## config.mk

```make
export PLATFORM = sky130hd
export DESIGN_NAME = fetch_unit
export DESIGN_NICKNAME = d
export VERILOG_FILES = /design/src/rtl/fetch_pkg.sv /design/src/rtl/ifid_reg.sv /design/src/rtl/fetch_unit.sv
export SDC_FILE = /design/constraint.sdc
export NUM_CORES = 1
export LEC_CHECK = 0
export BUFFER_PORTS_ARGS = -buffer_cell sky130_fd_sc_hd__buf_4
export CAP_MARGIN = 5
export CORE_MARGIN = 10
export CORE_UTILIZATION = 49
export CTS_CLUSTER_DIAMETER = 80
export DETAILED_ROUTE_END_ITERATION = 6
export GPL_ROUTABILITY_DRIVEN = 0
export PLACE_DENSITY_LB_ADDON = 0.05
export SYNTH_ARGS = -nofsm -noshare
export SYNTH_HDL_FRONTEND = slang
export SYNTH_SLANG_ARGS = --single-unit
```

## constraint.sdc

```tcl
create_clock -name clk -period 2.64 [get_ports clk]
set_input_delay 0.264 -clock clk [delete_from_list [all_inputs] [get_ports clk]]
set_output_delay 0.264 -clock clk [all_outputs]
set_load 0.02 [all_outputs]
```

## src/rtl/fetch_pkg.sv

```systemverilog
// Shared WISC fetch/decode types: fetch FSM states, IF/ID payload layout, PC increment.
package fetch_pkg;

  localparam int unsigned WORD_W       = 16;
  localparam logic [3:0]  HALT_OPC_DEF = 4'hF;

  typedef enum logic [1:0] {
    REQ  = 2'd0,
    WAIT = 2'd1,
    HALT = 2'd2
  } fetch_state_t;

  typedef struct packed {
    logic              valid;
    logic [WORD_W-1:0] instr;
    logic [WORD_W-1:0] pc;
    logic [WORD_W-1:0] pc_plus2;
  } ifid_t;

  function automatic logic [WORD_W-1:0] pc_inc(input logic [WORD_W-1:0] pc);
    return pc + WORD_W'(2);
  endfunction

endpackage

```

## src/rtl/ifid_reg.sv

```systemverilog
// IF/ID pipeline register: flush forces a bubble, stall holds every field,
// otherwise it loads the offered instruction or bubbles when none is offered.
module ifid_reg
  import fetch_pkg::*;
(
  input  logic              clk,
  input  logic              rst,
  input  logic              i_flush,
  input  logic              i_stall,
  input  logic              i_load,
  input  logic [WORD_W-1:0] i_instr,
  input  logic [WORD_W-1:0] i_pc,
  input  logic [WORD_W-1:0] i_pc_plus2,
  output logic              o_valid,
  output logic [WORD_W-1:0] o_instr,
  output logic [WORD_W-1:0] o_pc,
  output logic [WORD_W-1:0] o_pc_plus2
);

  ifid_t r_ifid;
  ifid_t w_ifid_next;

  always_comb begin
    w_ifid_next = r_ifid;
    if (i_flush) begin
      w_ifid_next.valid = 1'b0;
    end else if (!i_stall) begin
      if (i_load) begin
        w_ifid_next = '{valid: 1'b1, instr: i_instr, pc: i_pc, pc_plus2: i_pc_plus2};
      end else begin
        w_ifid_next.valid = 1'b0;
      end
    end
  end

  always_ff @(posedge clk or posedge rst) begin
    if (rst) begin
      r_ifid <= '0;
    end else begin
      r_ifid <= w_ifid_next;
    end
  end

  assign o_valid    = r_ifid.valid;
  assign o_instr    = r_ifid.instr;
  assign o_pc       = r_ifid.pc;
  assign o_pc_plus2 = r_ifid.pc_plus2;

endmodule

```

## src/rtl/fetch_unit.sv

```systemverilog
// WISC instruction fetch: PC, single-outstanding imem requests, 1-entry stall buffer,
// redirect/flush handling. Optional perf counters under FETCH_PERF_CNT_EN.
module fetch_unit
  import fetch_pkg::*;
#(
  parameter logic [WORD_W-1:0] RESET_PC = 16'h0000,
  parameter logic [3:0]        HALT_OPC = HALT_OPC_DEF
) (
  input  logic              clk,
  input  logic              rst,
  input  logic              stall_in,
  input  logic              redirect_valid,
  input  logic [WORD_W-1:0] redirect_pc,
  output logic              imem_req,
  output logic [WORD_W-1:0] imem_addr,
  input  logic              imem_ready,
  input  logic              imem_rvalid,
  input  logic [WORD_W-1:0] imem_rdata,
  output logic              ifid_valid,
  output logic [WORD_W-1:0] ifid_instr,
  output logic [WORD_W-1:0] ifid_pc,
  output logic [WORD_W-1:0] ifid_pc_plus2,
  output logic              halted
`ifdef FETCH_PERF_CNT_EN
  ,
  output logic [31:0]       perf_fetched,
  output logic [31:0]       perf_stall_cycles
`endif
);

  fetch_state_t      r_state, w_state_next;
  logic [WORD_W-1:0] r_pc, w_pc_next;
  logic              r_drop, w_drop_next;
  logic              r_buf_valid, w_buf_valid_next;
  logic [WORD_W-1:0] r_buf_instr, r_buf_pc;

  logic              w_handshake;
  logic              w_deliver;
  logic              w_buf_load;
  logic              w_ifid_load;
  logic [WORD_W-1:0] w_redir_pc;
  logic [WORD_W-1:0] w_load_instr, w_load_pc;

  always_comb begin
    imem_req  = ~rst & (r_state == REQ) & ~r_buf_valid;
    imem_addr = r_pc;
    halted    = (r_state == HALT);
  end

  assign w_handshake = imem_req & imem_ready;
  assign w_redir_pc  = redirect_pc & ~WORD_W'(1);
  // A response is only live in WAIT, not marked stale, and not overtaken by a redirect.
  assign w_deliver   = (r_state == WAIT) & imem_rvalid & ~r_drop & ~redirect_valid;
  assign w_buf_load  = w_deliver & stall_in;

  always_comb begin
    w_state_next = r_state;
    w_pc_next    = r_pc;
    w_drop_next  = r_drop;
    if (redirect_valid) begin
      w_pc_next = w_redir_pc;
      if (((r_state == WAIT) && !imem_rvalid) || w_handshake) begin
        w_drop_next  = 1'b1;
        w_state_next = WAIT;
      end else begin
        w_drop_next  = 1'b0;
        w_state_next = REQ;
      end
    end else begin
      case (r_state)
        REQ: begin
          if (w_handshake) w_state_next = WAIT;
        end
        WAIT: begin
          if (imem_rvalid) begin
            if (r_drop) begin
              w_drop_next  = 1'b0;
              w_state_next = REQ;
            end else begin
              w_pc_next    = pc_inc(r_pc);
              w_state_next = (imem_rdata[15:12] == HALT_OPC) ? HALT : REQ;
            end
          end
        end
        HALT:    w_state_next = HALT;
        default: w_state_next = REQ;
      endcase
    end
  end

  always_comb begin
    w_buf_valid_next = r_buf_valid;
    if (redirect_valid) begin
      w_buf_valid_next = 1'b0;
    end else if (w_buf_load) begin
      w_buf_valid_next = 1'b1;
    end else if (r_buf_valid && !stall_in) begin
      w_buf_valid_next = 1'b0;
    end
  end

  always_ff @(posedge clk or posedge rst) begin
    if (rst) begin
      r_state     <= REQ;
      r_pc        <= RESET_PC;
      r_drop      <= 1'b0;
      r_buf_valid <= 1'b0;
      r_buf_instr <= '0;
      r_buf_pc    <= '0;
    end else begin
      r_state     <= w_state_next;
      r_pc        <= w_pc_next;
      r_drop      <= w_drop_next;
      r_buf_valid <= w_buf_valid_next;
      if (w_buf_load) begin
        r_buf_instr <= imem_rdata;
        r_buf_pc    <= r_pc;
      end
    end
  end

  // The buffered instruction is older than any new response, so it wins.
  assign w_load_instr = r_buf_valid ? r_buf_instr : imem_rdata;
  assign w_load_pc    = r_buf_valid ? r_buf_pc : r_pc;
  assign w_ifid_load  = r_buf_valid | w_deliver;

  ifid_reg u_ifid_reg (
    .clk        (clk),
    .rst        (rst),
    .i_flush    (redirect_valid),
    .i_stall    (stall_in),
    .i_load     (w_ifid_load),
    .i_instr    (w_load_instr),
    .i_pc       (w_load_pc),
    .i_pc_plus2 (pc_inc(w_load_pc)),
    .o_valid    (ifid_valid),
    .o_instr    (ifid_instr),
    .o_pc       (ifid_pc),
    .o_pc_plus2 (ifid_pc_plus2)
  );

`ifdef FETCH_PERF_CNT_EN
  logic [31:0] r_perf_fetched, r_perf_stall;
  logic        w_fetch_evt;

  assign w_fetch_evt = ~redirect_valid & ~stall_in & w_ifid_load;

  always_ff @(posedge clk or posedge rst) begin
    if (rst) begin
      r_perf_fetched <= '0;
      r_perf_stall   <= '0;
    end else begin
      if (w_fetch_evt && (r_perf_fetched != '1)) r_perf_fetched <= r_perf_fetched + 32'd1;
      if ((stall_in || (r_state == WAIT)) && (r_perf_stall != '1)) begin
        r_perf_stall <= r_perf_stall + 32'd1;
      end
    end
  end

  assign perf_fetched      = r_perf_fetched;
  assign perf_stall_cycles = r_perf_stall;
`endif

endmodule

```

=== Word level (Yosys, flattened, before mapping) ===
Index checks and enable logic that the tools add are counted.

* Flip-flop bits (word level): 101
* Input bits: 38
* Word-level logic and storage cells: 69

* Add/sub/neg operators: 2
* Equal/unequal tests: 7
* Muxes and demuxes: 24
* Bitwise logic cells: 13
* Reduce and logical (&&, ||, !) cells: 13

{| class="wikitable"
|+ Operator list
! kind !! count
|-
| two-way mux 16 bit || 6
|-
| two-way mux 49 bit || 1
|-
| two-way mux 48 bit || 1
|-
| adder 16 x 2 -> 16 bit, second input constant || 2
|-
| two-way mux 1 bit || 10
|-
| two-way mux 2 bit || 5
|-
| AND 1 bit || 7
|-
| != test 3 bit, second input constant || 2
|-
| case mux 2 bit (3 select lines) || 1
|-
| AND reduction 3 bit || 2
|-
| inverter 1 bit || 5
|-
| == test 4 bit, second input constant || 1
|-
| AND reduction 2 bit || 2
|-
| nonzero test 2 bit || 2
|-
| nonzero test 3 bit || 1
|-
| == test 2 x 1 -> 1 bit, second input constant || 1
|-
| == test 2 bit, second input constant || 1
|-
| logical AND 1 bit || 2
|-
| zero test 1 bit || 2
|-
| zero test 2 bit || 1
|-
| != test 2 x 1 -> 1 bit, second input constant || 1
|-
| != test 2 bit, second input constant || 1
|-
| logical OR 1 bit || 1
|-
| OR 1 bit || 1
|}

=== Depth between registers and ports, before layout ===
Gate-level depths: netlist of run 1.

* Depth after elaboration: 8
* Gate-level depth with buffers: 10

=== Cells and area by module ===
From an unflattened synthesis of run 1, not the netlist that was laid out.

* Cells, all modules: 377
* Area, all modules: 4763.3 µm²

{| class="wikitable"
|+ Modules (own cells, without submodules)
! module !! times used !! cells each !! area each (µm²) !! seq. area each (µm²)
|-
| fetch_unit || 1 || 271 || 2917.8 || 1251.2
|-
| ifid_reg || 1 || 106 || 1845.5 || 1226.2
|}

=== Worst setup path after synthesis of run 1 ===
No wires, ideal clock.

* Kind: register to register
* From: register r_buf_valid
* To: register u_ifid_reg.r_ifid (netlist bit u_ifid_reg.o_pc_plus2[15])
* Data arrival time: 2267 ps
* Required time: 2509 ps
* Slack: 242 ps
* Stages on the path, launching flop included: 11
* Clock period less this slack: 2398 ps
* Path through: dfrtp_1 -> buf_6 -> buf_6 -> buf_2 -> mux2_2 -> ha_1 -> inv_1 -> a211oi_2 -> nand2b_2 -> or4_4 -> mux2i_1

* Word-level cells in the longest chain between the ends: 2
* Elaborated cells between the ends (all ways): 4

{| class="wikitable"
|+ Ends and longest elaborated chain
! element !! line !! RTL
|-
| start, declared || fetch_unit.sv:34 || <nowiki>logic r_buf_valid, w_buf_valid_next;</nowiki>
|-
| start signal, assigned || fetch_unit.sv:114 || <nowiki>r_buf_valid <= w_buf_valid_next;</nowiki>
|-
| two-way mux 16 bit || fetch_unit.sv:124 || <nowiki>assign w_load_pc = r_buf_valid ? r_buf_pc : r_pc;</nowiki>
|-
| named net u_ifid_reg.i_pc[2] || ifid_reg.sv:12 || <nowiki>input logic [WORD_W-1:0] i_pc,</nowiki>
|-
| adder 16 x 2 -> 16 bit || fetch_pkg.sv:21 || <nowiki>return pc + WORD_W'(2);</nowiki>
|-
| end signal, assigned || ifid_reg.sv:40 || <nowiki>r_ifid <= w_ifid_next;</nowiki>
|-
| end, declared || ifid_reg.sv:20 || <nowiki>ifid_t r_ifid;</nowiki>
|}

The timed path passes the listed nets, and every way through them passes these cells.
A chain may end at the register's enable or synchronous reset.

=== Final worst setup path of run 1 ===
* From: register r_buf_valid
* To: output imem_req

* Word-level cells in the longest chain between the ends: 2

{| class="wikitable"
|+ Ends and longest elaborated chain
! element !! line !! RTL
|-
| inverter 1 bit || fetch_unit.sv:45 || <nowiki>imem_req = ~rst & (r_state == REQ) & ~r_buf_valid;</nowiki>
|-
| AND 1 bit || fetch_unit.sv:45 ||
|-
| end, declared || fetch_unit.sv:14 || <nowiki>output logic imem_req,</nowiki>
|}

Every way passes these cells.

==> results of run 1 <==
## path summary, 6_finish.rpt
kind,to,slack (ns),cells after the start
worst max-delay path,imem_req,0.38,4
max in group asynchronous,imem_addr[14],1.89,3
min in group clk,imem_addr[8],0.11,3
worst max register to register,u_ifid_reg.o_pc_plus2[15],0.47,6
worst min register to register,u_ifid_reg.o_pc[12],0.48,2
worst min-delay path,r_buf_instr[6],0.03,2
## area by class of cell
class / instances / area [um^2]
clock inverters: 4 / 51.3
inverters: 6 / 26.3
fillers: 783 / 3530
repair buffers: 109 / 831
well taps: 111 / 139
flip-flops and latches: 97 / 2430
multi-input cells: 293 / 1990
clock buffers: 12 / 155
## registers in the layout, summed over array words and instances, names as in the netlist
register	cells
r_buf_instr	16
r_buf_pc	15
r_drop	1
r_state	2
imem_addr	15
u_ifid_reg.o_pc_plus2	15
r_buf_valid	1
u_ifid_reg.o_instr	16
u_ifid_reg.o_valid	1
u_ifid_reg.o_pc	15
## layout by cell type, fill, tap and decap left out, types with 6 or more instances in the layout
cell type / count
buf_4: 108
dfrtp_1: 96
nand2_1: 75
o21ai_0: 60
mux2_2: 36
mux2i_1: 30
xnor2_1: 19
nand3_1: 13
clkbuf_8: 11
xor2_1: 8
a21oi_1: 6
## cell families after synthesis
group,Yosys count
AOI/OAI and AO/OA,75
xor gates and xnor gates,27
adders and majority gates,2
buffers and inverters,34
DFF,97
muxes,66
other,1
and+or+nand+nor,120
## stage by stage
stage	instance area, um^2	setup WS (ns)	utilization (%)
floorplan	4570	0.242	-
global placement	5420	0.510	59.2
detailed placement	5420	0.486	59.2
CTS	5620	0.349	61.4
global route	5620	0.215	61.4
finish	5620	0.377	61.4
## power breakdown
| part | total (W) | internal, W | switching, W | leakage [nW] |
|---|---|---|---|---|
| logic | 0.00149 | 0.000698 | 0.000793 | 1.25 |
| registers | 0.00225 | 0.00194 | 0.000303 | 1.21 |
| clock network | 0.000993 | 0.000491 | 0.000503 | 0.103 |
## layer usage
layer	GRT usage [%]	wire, um	vias up
met5	0	0	-
met2	23.1	4650	92
met4	5.17	89	0
met3	4.21	784	9
met1	21.7	4870	1586
li1	-	-	1628
==> qor.csv, run 1 <==
metric,value,unit
Synth Register Bits,97,
CP peak stage delay,0.51,ns
Nets,556,
syn_area_per_cell,10.8,um^2
Synth Cell Area,0.00456,mm^2
startpoint types,register,
vias in the first global route,3336,
Worst-path clk slew,0.09,ns
VDD IR-drop max,0.363,mV
Worst Path Max Fanout,26,
Post-Route WL,10400,um
initial core utilization,49.8,%
Die Height,116,um
warnings from Yosys,0,
number of remaining DRC errors,0,
Most Frequent Cell on Critical Path,buf_4,
share of cells above drive strength 1,33.2,%
"Hold Vio Cnt, Final",0,
Non-Filler Instances,632,
Clock Skew,0.0115,ns
clk_lat worst skew,0.36,ns
R2R Path Start,r_buf_valid,
DR vias/cell,5.25,
GRT Util Overall,15.6,%
Hold Slack,0.0268,ns
CTS Hold Bufs,0,
Pleak,2.57,nW
main flop type after synthesis,dfrtp_1,
Area Growth Syn to Fin,23.3,%
worst path required time,2.38,ns
Max-cap violations,0,
Setup TNS,0,ns
Netlist cell types,44,
Total Power,0.00473,W
Slew @ Worst Pin,0.730,ns
CTS Sinks,97,
f_max,442,MHz
first-pass GRT wire length,16800,um
clk buf depth,2,
post_cts resized,0,
Bufs and invs on worst path,3,
synth top area cells,"dfrtp_1 53%, mux2_2 8.9%, mux2i_1 6.6%",
Max Slew Vio Count,0,
crit-path cells,buf_4 > buf_4 > nor4_1 > buf_4,
post-layout min period,2.26,ns
"area leader, netlist",dfrtp_1,
final setup fails,0,
Worst Setup End Kind,output pin,
Final ANT Viol Nets,0,
most frequent cell after synthesis,dfrtp_1,
multiplexer share of the synthesized area,15.5,%
die footprint,0.0136,mm^2
initial drt markers,137,
post-synthesis adder-cell area fraction,0.549,%
sequential share of the synthesized area,53.2,%
Ports,105,
CTS Buf Count,9,
CTS tree,yes,
DR vias,3315,
IO Port Bufs,100,
status,finished clean,
Synth Area in Simple Gates,12.8,%
CP top delay family,buffers and inverters,
grt total ovfl,0,
antenna cell count,0,
CP arrival,2.00,ns
dpl cells,616,
post-CTS setup buffer count,0,
antenna violations before repair,0,
Final period util,85.7,%
slowest CP cell,dfrtp_2,
H-tree depth,3,
Synth top area share,53.2,%
RSZ-0062 raised after global routing,no,
Site Rows,35,
core area,0.00915,mm^2
max_slew headroom,51.2,%
DR WL/cell,16.5,um
"top cells by count, synth","97 x dfrtp_1, 75 x nand2_1, 60 x o21ai_0, 36 x mux2_2, 30 x mux2i_1",
DP Wirelength,7730,um
die width,116,um
pin count of the biggest net entering global routing,65,
beginning of the critical path,r_buf_valid,
post-synthesis xor/xnor area fraction,5.19,%
area fraction in compound gates after synthesis,9.00,%
power per cell area,841,mW/mm^2
Synth async-reset ratio,100,%
worst min path class,in2async,
Post-synth EDFFs,0,
largest family of logic cells by synthesized area,multiplexers,
Root Driver,clkbuf_8,
Mapped Cells,422,
DR pass1 iterations,4,
WS Path Type,reg2out,
Power figures use the tool's default switching activity.
==> inputs of run 2 (changes only) <==
CORE_ASPECT_RATIO = 1.1   (was not set)
CORE_UTILIZATION = 58   (was 49)
clock period = 2.7 ns   (was 2.64 ns; I/O delays follow)
==> qor.csv, run 2 (synthesized netlist as in run 1, its figures left out) <==
metric,value,unit
status,finished clean,
core area,0.00756,mm^2
Worst Setup End Kind,register,
worst path required time,2.94,ns
vias in the first global route,3434,
Non-Filler Instances,626,
antenna cell count,0,
Setup TNS,0,ns
Area Growth Syn to Fin,23.0,%
crit-path cells,nor4bb_1 > nand2_1 > buf_12 > mux2_2,
initial core utilization,60.3,%
DR WL/cell,16.5,um
die width,105,um
"commonest non-fill, non-tap cells in the layout","106 x buf_4, 96 x dfrtp_1, 75 x nand2_1",
GRT Util Overall,17.4,%
Hold Slack,0.0803,ns
dpl cells,610,
Reg2Reg Capture Point,r_buf_instr[4],
Post-Route WL,10300,um
max_slew headroom,43.8,%
initial drt markers,154,
CTS Hold Bufs,0,
Clk pwr share,19.2,%
DR pass1 iterations,4,
final setup fails,0,
startpoint types,register,
FILL cells,570,
Flop pwr share,48.4,%
share of cells above drive strength 1,33.0,%
post-layout min period,2.22,ns
clk_lat worst skew,0.36,ns
first-pass GRT wire length,17400,um
power per cell area,809,mW/mm^2
"Hold Vio Cnt, Final",0,
CTS Sinks,97,
sw frac,34.9,%
Max Slew Vio Count,0,
Power Internal,0.00295,W
antenna violations before repair,0,
Pleak,2.56,nW
Die Height,113,um
clk buf depth,2,
Worst Path Max Fanout,22,
post-CTS setup buffer count,0,
CTS tree,yes,
Final ANT Viol Nets,0,
Slew @ Worst Pin,0.841,ns
R2R depth,4,
WS Path Type,reg2reg,
CP peak stage delay,0.58,ns
H-tree depth,3,
R2R Path Start,r_state[1],
Clock Skew,0.0107,ns
Final Instance Area,0.00561,mm^2
IO Port Bufs,100,
"commonest non-fill, non-tap cell in the layout",buf_4,
slowest CP cell,nor4bb_1,
Worst-path clk slew,0.09,ns
Final period util,82.1,%
Total Power,0.00454,W
Nets,556,
die footprint,0.0118,mm^2
VDD IR-drop max,0.503,mV
number of remaining DRC errors,0,
post_cts resized,0,
pin count of the biggest net entering global routing,86,
grt total ovfl,0,
worst min path class,in2async,
CP arrival,2.46,ns
Site Rows,33,
CTS Buf Count,9,
DR vias/cell,5.37,
Ports,105,
RSZ-0062 raised after global routing,no,
Logic pwr share,32.4,%
switching power,0.00158,W
DR vias,3361,
Root Driver,clkbuf_8,
Worst R2R Setup Slack,0.48,ns
Max-cap violations,0,
f_max,451,MHz
DP Wirelength,7700,um
placed cell area,0.00543,mm^2
run 2: worst max-delay path by stage:
stage	end	cells past startpoint	from	slack (ns)
6_report	r_buf_instr[4]	4	r_state[1]	0.48
3_3_place_gp	u_ifid_reg.o_pc_plus2[15]	7	imem_addr[1]	0.56
5_1_grt	u_ifid_reg.o_pc_plus2[15]	7	imem_addr[1]	0.34
4_1_cts	u_ifid_reg.o_pc_plus2[15]	7	imem_addr[1]	0.49
3_5_place_dp	u_ifid_reg.o_pc_plus2[15]	7	imem_addr[1]	0.52
2_1_floorplan	u_ifid_reg.o_pc_plus2[15]	10	r_buf_valid	0.30
run 2: stage by stage:
stage | util [%] | setup WS [ns]
after detailed placement | 71.8 | 0.523
final | 74.2 | 0.482
after global routing | 74.2 | 0.336
after floorplan | - | 0.302
after CTS | 74.2 | 0.488
after global placement | 71.8 | 0.563
run 2: routing by layer:
layer,GRT usage (%),share of wire (%)
met1,23.4,47
met2,27.0,45
met3,5.11,6.9
met4,4.74,1.1
met5,0,0
run 2: critical path, delay by kind of cell, from the launching register on:
| kind | cells | cell delay, ns |
|---|---|---|
| muxes | 1 | 0.28 |
| and+or+nand+nor | 2 | 1.08 |
| buffers and inverters | 1 | 0.32 |
| DFF | 1 | 0.42 |
run 2: power groups by stage:
stage	combinational, W	sequential, W	clock (W)
after global routing	0.00161	0.00225	0.000951
after detailed placement	0.00150	0.00222	0
after CTS	0.00150	0.00219	0.000891
after global placement	0.00146	0.00219	0
after floorplan	0.000530	0.00250	0
final	0.00147	0.00219	0.000873
run 2: cell type report:
class                   instances  area (um^2)  share of cell area, %
repair buffers                109          856                   15.3
clock buffers                  11          141                   2.52
inverters                       6         26.3                  0.469
multi-input cells             293         1980                   35.4
flip-flops and latches         97         2430                   43.3
well taps                     105          131                   2.34
clock inverters                 5         40.0                  0.714
